### config.mk
export PLATFORM = sky130hd
export DESIGN_NAME = sar_adc_ctrl
export DESIGN_NICKNAME = d
export VERILOG_FILES = /design/src/rtl/sar_adc_ctrl.sv
export SDC_FILE = /design/constraint.sdc
export NUM_CORES = 1
export LEC_CHECK = 0
export CAP_MARGIN = 20
export CORE_MARGIN = 1.5
export CORE_UTILIZATION = 57
export CTS_CLUSTER_SIZE = 28
export DETAILED_ROUTE_END_ITERATION = 10
export PLACE_DENSITY_LB_ADDON = 0.12
export SLEW_MARGIN = 20
export SYNTH_ARGS = -nofsm -noshare
export SYNTH_HDL_FRONTEND = slang
export SYNTH_SLANG_ARGS = --single-unit
### constraint.sdc
create_clock -name mclk -period 6.55 [get_ports mclk]
set_input_delay 0.9825 -clock mclk [delete_from_list [all_inputs] [get_ports mclk]]
set_output_delay 0.9825 -clock mclk [all_outputs]
set_load 0.02 [all_outputs]
### src/rtl/sar_adc_ctrl.sv
// SAR conversion controller: sweeps the enabled channels in ascending order, 8-bit binary search each.
// Continuous re-sweeping is compiled in when SAR_CONT_MODE_EN is defined.
module sar_adc_ctrl #(
    parameter int MUX_CYC    = 4,
    parameter int SETTLE_CYC = 8
) (
    input  logic       mclk,
    input  logic       srst,
    input  logic       cfg_start,
    input  logic [3:0] cfg_chan_en,
`ifdef SAR_CONT_MODE_EN
    input  logic       cfg_cont,
`endif
    input  logic       comp_in,
    output logic [1:0] adc_sel,
    output logic [7:0] dac_code,
    output logic       busy,
    output logic       done,
    output logic [7:0] result0,
    output logic [7:0] result1,
    output logic [7:0] result2,
    output logic [7:0] result3
);

    typedef enum logic [2:0] {
        ST_IDLE = 3'd0,
        ST_SEL  = 3'd1,
        ST_BIT  = 3'd2,
        ST_CMP  = 3'd3,
        ST_NEXT = 3'd4,
        ST_DONE = 3'd5
    } state_t;

    state_t     state_r;
    logic [3:0] mask_r;
    logic [1:0] ch_r;
    logic [2:0] idx_r;
    logic [7:0] cnt_r;
    logic [1:0] comp_sync_r;
    logic [7:0] result_r [4];
    logic [7:0] kept_code_s;
    logic [7:0] next_trial_s;
    logic [2:0] next_ch_s;
    logic       cont_s;

    function automatic logic [1:0] lowest_chan(input logic [3:0] mask);
        logic [1:0] ch_v;
        ch_v = 2'd0;
        for (int i = 3; i >= 0; i--) begin
            if (mask[i]) begin
                ch_v = 2'(i);
            end
        end
        return ch_v;
    endfunction

    // Returns {found, channel} for the first enabled channel above cur.
    function automatic logic [2:0] next_chan(input logic [3:0] mask, input logic [1:0] cur);
        logic [2:0] nxt_v;
        nxt_v = 3'b000;
        for (int i = 3; i >= 0; i--) begin
            if (mask[i] && (i > int'(cur))) begin
                nxt_v = {1'b1, 2'(i)};
            end
        end
        return nxt_v;
    endfunction

`ifdef SAR_CONT_MODE_EN
    assign cont_s = cfg_cont;
`else
    assign cont_s = 1'b0;
`endif

    // Decision for the bit under test and the code for the following trial.
    always_comb begin
        if (comp_sync_r[1]) begin
            kept_code_s = dac_code;
        end else begin
            kept_code_s = dac_code & ~(8'd1 << idx_r);
        end
        next_trial_s = kept_code_s | (8'd1 << (idx_r - 3'd1));
        next_ch_s    = next_chan(mask_r, ch_r);
    end

    // Two-flop synchroniser for the asynchronous comparator output.
    always_ff @(posedge mclk) begin
        if (srst) begin
            comp_sync_r <= 2'b00;
        end else begin
            comp_sync_r <= {comp_sync_r[0], comp_in};
        end
    end

    // Conversion sequencer with registered outputs.
    always_ff @(posedge mclk) begin
        if (srst) begin
            state_r  <= ST_IDLE;
            mask_r   <= 4'b0000;
            ch_r     <= 2'd0;
            idx_r    <= 3'd0;
            cnt_r    <= 8'd0;
            busy     <= 1'b0;
            done     <= 1'b0;
            adc_sel  <= 2'd0;
            dac_code <= 8'h00;
            for (int i = 0; i < 4; i++) begin
                result_r[i] <= 8'h00;
            end
        end else begin
            done <= 1'b0;
            case (state_r)
                ST_IDLE: begin
                    if (cfg_start && (cfg_chan_en != 4'b0000)) begin
                        mask_r   <= cfg_chan_en;
                        ch_r     <= lowest_chan(cfg_chan_en);
                        adc_sel  <= lowest_chan(cfg_chan_en);
                        dac_code <= 8'h00;
                        cnt_r    <= 8'd0;
                        busy     <= 1'b1;
                        state_r  <= ST_SEL;
                    end else if (cfg_start) begin
                        done <= 1'b1;
                    end else begin
                        state_r <= ST_IDLE;
                    end
                end
                ST_SEL: begin
                    adc_sel <= ch_r;
                    if (cnt_r == 8'(MUX_CYC - 1)) begin
                        cnt_r    <= 8'd0;
                        idx_r    <= 3'd7;
                        dac_code <= 8'h80;
                        state_r  <= ST_BIT;
                    end else begin
                        cnt_r    <= cnt_r + 8'd1;
                        dac_code <= 8'h00;
                    end
                end
                ST_BIT: begin
                    if (cnt_r == 8'(SETTLE_CYC - 1)) begin
                        cnt_r   <= 8'd0;
                        state_r <= ST_CMP;
                    end else begin
                        cnt_r <= cnt_r + 8'd1;
                    end
                end
                ST_CMP: begin
                    if (idx_r != 3'd0) begin
                        idx_r    <= idx_r - 3'd1;
                        dac_code <= next_trial_s;
                        state_r  <= ST_BIT;
                    end else begin
                        dac_code       <= kept_code_s;
                        result_r[ch_r] <= kept_code_s;
                        state_r        <= ST_NEXT;
                    end
                end
                ST_NEXT: begin
                    if (next_ch_s[2]) begin
                        ch_r     <= next_ch_s[1:0];
                        adc_sel  <= next_ch_s[1:0];
                        dac_code <= 8'h00;
                        cnt_r    <= 8'd0;
                        state_r  <= ST_SEL;
                    end else begin
                        state_r <= ST_DONE;
                    end
                end
                ST_DONE: begin
                    done     <= 1'b1;
                    dac_code <= 8'h00;
                    cnt_r    <= 8'd0;
                    if (cont_s) begin
                        ch_r    <= lowest_chan(mask_r);
                        adc_sel <= lowest_chan(mask_r);
                        state_r <= ST_SEL;
                    end else begin
                        busy    <= 1'b0;
                        state_r <= ST_IDLE;
                    end
                end
                default: begin
                    busy    <= 1'b0;
                    state_r <= ST_IDLE;
                end
            endcase
        end
    end

    assign result0 = result_r[0];
    assign result1 = result_r[1];
    assign result2 = result_r[2];
    assign result3 = result_r[3];

endmodule
==> metrics, run 1 <==
Max-slew headroom 50.5%; wirelength, routed 7080 um; Critical Path Sink Type flop; Max-cap violations 0; sequential cell area fraction in the yosys report between 50% and 60%; Pre-Repair DR Iteration Count 4; Reg2Reg Depth 2; status finished, final reports clean; Layout area overhead 24.3%; PwrDens roughly 260 nW/um^2; Final GP Congestion 0.878; Post-route DRC 0; worst hold margin 0.447 ns; initial antenna violation count 0; Flop pwr share between 40% and 50%; Clock power frac between 30% and 40%; Slew @ Worst Pin roughly 0.74 ns; fill count between 400 and 500; post-route ant nets 0; Lkg Pwr between 1 and 1.5 nW; io pins between 50 and 60; PnR worst setup slack 3.97 ns; Placed Instance Area around 3700 um^2; first-pass GRT wire length ~12000 um; CTS Sinks between 60 and 70; clock tree buffer depth 2; Post-Syn Instances around 330; fmax ~390 MHz; share of cells above drive strength 1 8.47%; die area between 6000 and 7000 um^2; end-of-flow core utilization approximately 73%; Reg-to-Reg Start state_r[0]; Hold WC Path Type flop to flop; Post-synth EDFFs 32; fin crit period roughly 2.6 ns; # setup viols final 0; RSZ-0062 raised after global routing false; clock root buffer clkbuf_8; CP required slightly below 7 ns; Switching Fraction between 20% and 30%; register bit total from synthesis 65; Period Utilization, post-route 39.4%; pre-CTS setup slack about 3.6 ns; crit start category input pin; final setup TNS 0 ns; H-Tree Depth 3; syn_nets between 300 and 400; R2R Setup Slk ~4.2 ns; most frequent cells in the layout 51 x clkdlybuf4s50_1, 42 x nor2_1, 33 x dfxtp_1; first-iteration detailed-routing DRC count approximately 200; core area approximately 5400 um^2; starting density of the core 58.7%; final instance area 3970 um^2; cts repair resizes 0; Hold-fix buffers, CTS 0; Netlist cell types between 60 and 70; number of global-route vias before repair approximately 2500; Die Y about 80 um; CP Launch Point cfg_chan_en[1]; total gr overflow 0; critical path arrival 2.84 ns; FP Rows 27; DR vias/cell about 5.8; P_int roughly 0.74 mW; Worst Skew ~0.0088 ns; most common library cell in the layout ignoring fill and taps clkdlybuf4s50_1; sw power around 0.30 mW; setup bufs post-CTS 0; Clk pin slew, worst setup/hold paths ~0.080 ns; Total Routing Usage GR 25.1%; ant diodes 0; CTS tree built; mapped cell area between 3000 and 4000 um^2; DPL Wire Length roughly 5000 um; Syn. warnings 0; Fin. Hold Viols 0; Logic pwr share 18.1%; critical path class input pin to flop; Clk Latency, worst-skew pair approximately 0.34 ns; max-slew violation total from the final report 0; cts bufs inserted 9; R2R Path End result_r[2][3]; CP Max Fanout 8; wire length per cell ~16 um; Syn Area/Cell 9.79 um^2; Post-synth ARST share 0%; IO Port Bufs slightly above 50; Die Span X about 80 um; Worst VDD drop 0.168 mV; main flop type after synthesis dfxtp_1; crit path capture dac_code[4]; nets between 300 and 400; via count roughly 2600; pin count of the biggest net entering global routing 29
[stage by stage]
| stage | power (mW) | cells |
|---|---|---|
| global route | 1.09 | 450 |
| finish | 1.05 | 450 |
| floorplan | 0.619 | 326 |
| CTS | 1.04 | 450 |
| detailed placement | 0.676 | 434 |
| global placement | 0.672 | 434 |
[state kept, by name, indices dropped and copies added, names as in the netlist]
signal       cells
adc_sel          2
comp_sync_r      2
cnt_r            8
busy             1
done             1
result_r        32
state_r          3
dac_code         8
idx_r            3
mask_r           3
ch_r             2
[cell type report]
cell class	instances	area [um^2]	area share [%]
multi-input cells	222	1430	36.1
clock inverters	7	93.8	2.37
inverters	23	86.3	2.18
flip-flops and latches	65	1620	40.9
repair buffers	52	518	13.1
well taps	72	90.1	2.27
clock buffers	9	124	3.12
[cells by family (layout without fill, tap and decap cells)]
kind of cell             count (synthesis)  in the layout  synth area share (%)
XOR/XNOR                                 4              4                  1.10
adder cells (fa/ha/maj)                  8              8                  3.14
AND/OR/NAND/NOR                        124            124                  20.8
flip-flops                              65             65                  50.8
buffers and inverters                   39             91                  4.74
AO/OA/AOI/OAI                           83             83                  18.5
multiplexers                             3              3                 0.941
[worst min path at each step]
stage               depth (start not counted)            from             end  slack (ns)
finish                                      1  comp_sync_r[0]  comp_sync_r[1]        0.45
global route                                1  comp_sync_r[0]  comp_sync_r[1]        0.46
CTS                                         1  comp_sync_r[0]  comp_sync_r[1]        0.45
detailed placement                          1  comp_sync_r[0]  comp_sync_r[1]        0.43
global placement                            1  comp_sync_r[0]  comp_sync_r[1]        0.42
floorplan                                   1  comp_sync_r[0]  comp_sync_r[1]        0.41
[power groups by stage]
stage,Combinational (mW),Clock (mW),Sequential [mW]
final,0.189,0.374,0.482
after global routing,0.208,0.393,0.487
after CTS,0.187,0.375,0.482
after detailed placement,0.185,0,0.491
after global placement,0.182,0,0.490
after floorplan,0.129,0,0.489
[critical path, stage by stage]
cell and delay [ns]:
clkdlybuf4s50_1 0.51, o41a_4 0.57, a211oi_4 0.42, nor2_1 0.13, a221oi_2 0.24
[cell usage after synthesis, drive strengths merged, types with 6 or more instances]
| cell | number | share of area [%] |
|---|---|---|
| nor2 | 42 | 4.9 |
| dfxtp | 33 | 21 |
| edfxtp | 32 | 30 |
| inv | 23 | 2.7 |
| o21ai | 20 | 3.3 |
| a21oi | 17 | 2.7 |
| nand2 | 17 | 2.0 |
| nand3 | 17 | 2.7 |
| clkbuf | 11 | 1.3 |
| nand2b | 9 | 1.8 |
| ha | 8 | 3.1 |
| nor2b | 6 | 1.2 |
[layer usage]
metal / up-vias / share of wire (%) / GRT usage [%]
met2: 92 / 48 / 39.2
li1: 1281 / - / -
met5: - / 0 / 0
met4: 0 / 3.4 / 12.5
met1: 1217 / 45 / 33.1
met3: 22 / 4.4 / 5.06
Note: power is estimated with default switching activity, not from simulation.
==> run 2, diff against run 1 <==
--- a/config.mk
+++ b/config.mk
@@ -7,7 +7,7 @@
 export LEC_CHECK = 0
 export CAP_MARGIN = 20
 export CORE_MARGIN = 1.5
-export CORE_UTILIZATION = 57
+export CORE_UTILIZATION = 48
 export CTS_CLUSTER_SIZE = 28
 export DETAILED_ROUTE_END_ITERATION = 10
 export PLACE_DENSITY_LB_ADDON = 0.12
==> constraint.sdc (replaced) <==
create_clock -name mclk -period 2.26 [get_ports mclk]
set_input_delay 0.339 -clock mclk [delete_from_list [all_inputs] [get_ports mclk]]
set_output_delay 0.339 -clock mclk [all_outputs]
set_load 0.02 [all_outputs]
==> run 2 against run 1 <==
Against the previous run:
- die area grew 18%
- flip-flop and latch count is the same
- critical path depth grew 2
- total power grew to 3.1 times the previous value
- sequential share of layout area shrank 1.3 points
- cell count grew 4.4%
- clock power grew to 3.3 times the previous value
- critical path type is now flop to flop
- highest routed layer unchanged
==> metrics, run 2 (synthesized netlist as in run 1, its figures left out) <==
Clk pin slew, worst setup/hold paths roughly 0.080 ns; die area 7150 um^2; Worst VDD drop between 0.5 and 0.6 mV; cts bufs inserted 9; most common library cell in the layout ignoring fill and taps clkdlybuf4s50_1; biggest registers after layout result_r x32, cnt_r x8, dac_code x8; PnR worst setup slack 0.181 ns; # setup viols final 0; WHS Path Cells 1; Critical Path Sink Type flop; CP required approximately 2.5 ns; Hold WC Path Type flop to flop; clock root buffer clkbuf_8; RSZ-0062 raised after global routing false; ant diodes 0; fmax ~480 MHz; max reg flops 32; share of cells above drive strength 1 between 10 and 15%; fin crit period 2.08 ns; FP Rows 29; Reg2Reg Depth 7; Layout area overhead 28.5%; pre-CTS setup slack approximately 0.11 ns; nets 404; Fin. Hold Viols 0; PwrDens between 700 and 800 nW/um^2; Top reg by flops result_r; crit start category flop; final setup TNS 0 ns; Pre-Repair DR Iteration Count 4; Post-route DRC 0; Final GP Congestion 0.887; critical path arrival between 2 and 2.5 ns; Clk Latency, worst-skew pair 0.35 ns; via count around 2700; Worst Skew 0.0122 ns; pin count of the biggest net entering global routing 18; critical path class flop to flop; Die Y approximately 85 um; Max-cap violations 0; H-Tree Depth 3; CTS tree built; core area about 6400 um^2; Lkg Pwr 1.51 nW; Slew @ Worst Pin approximately 0.59 ns; Max-slew headroom between 60 and 70%; number of global-route vias before repair ~2500; io pins 52; most frequent cells in the layout 51 x clkdlybuf4s50_1, 42 x nor2_1, 33 x dfxtp_1; Total Routing Usage GR between 20% and 30%; clock tree buffer depth 2; Period Utilization, post-route between 90% and 100%; DR vias/cell about 5.7; first-pass GRT wire length 12200 um; CTS Sinks 65; wire length per cell about 16 um; initial antenna violation count 0; starting density of the core about half; max-slew violation total from the final report 0; cts repair resizes 0; wirelength, routed approximately 7500 um; IO Port Bufs 51; post-route ant nets 0; status finished, final reports clean; DPL Wire Length about 5400 um; Die Span X about 85 um; total gr overflow 0; first-iteration detailed-routing DRC count a little under 200; CP Max Fanout 14
==> run 2: changes by cell type in the layout (fill, tap and decap cells not counted) <==
cell and delta:
o31ai_1 +3, buf_4 +15, clkinv_2 -2, clkinv_4 +1, o31ai_2 -3, clkinvlp_4 -2
bufinv_16 +1, inv_6 +2
==> run 2: per-layer routing <==
layer  global-route usage (%)  wire length, um  vias to the layer above
met4                     5.87               80                        0
met2                     36.5             3700                       90
met3                     5.51              442                        8
li1                         -                -                     1314
met5                        0                0                        -
met1                     27.3             3310                     1247
==> run 2: timing repair <==
item | in CTS | in global routing
hold buffers | 0 | 0
endpoints found under the setup margin | 0 | 10
buffers inserted | 0 | 1
==> run 2: report_power, final <==
| part | internal, mW | switching (mW) | leakage [nW] | total (mW) |
|---|---|---|---|---|
| Sequential | 1.30 | 0.0682 | 0.599 | 1.37 |
| Combinational | 0.260 | 0.353 | 0.782 | 0.613 |
| Clock | 0.746 | 0.508 | 0.125 | 1.25 |
| Total | 2.31 | 0.929 | 1.51 | 3.24 |
==> run 2: path summary, 6_finish.rpt <==
path                   from        endpoint  slack [ns]
max                idx_r[0]  result_r[0][7]        0.18
max reg2reg        idx_r[0]  result_r[0][7]        0.18
min reg2reg  comp_sync_r[0]  comp_sync_r[1]        0.44
min          comp_sync_r[0]  comp_sync_r[1]        0.44
==> run 2: stage by stage <==
step | hold WS, ns | total power [mW] | utilization [%] | instances | instance area [um^2]
floorplan | 0.414 | 1.79 | - | 326 | 3190
global placement | 0.418 | 1.99 | 60.2 | 453 | 3850
detailed placement | 0.428 | 2.01 | 60.2 | 453 | 3850
CTS | 0.445 | 3.24 | 64.1 | 469 | 4100
global route | 0.470 | 3.35 | 64.2 | 470 | 4100
finish | 0.439 | 3.24 | 64.2 | 470 | 4100
==> run 2: critical path: stages (launching register included) <==
cell and delay [ns]:
dfxtp_1 0.34, inv_1 0.14, ha_1 0.23, nand2b_1 0.32
nor4_4 0.35, buf_4 0.19, nand3_1 0.21, nor2_1 0.16
==> run 2: area by class of cell <==
type / instances / area, um^2
clock buffer: 9 / 124
clock inverter: 7 / 125
fill: 523 / 2280
inverter: 23 / 86.3
multi-input combinational: 222 / 1420
sequential: 65 / 1620
tap: 77 / 96.3
timing repair buffer: 67 / 631
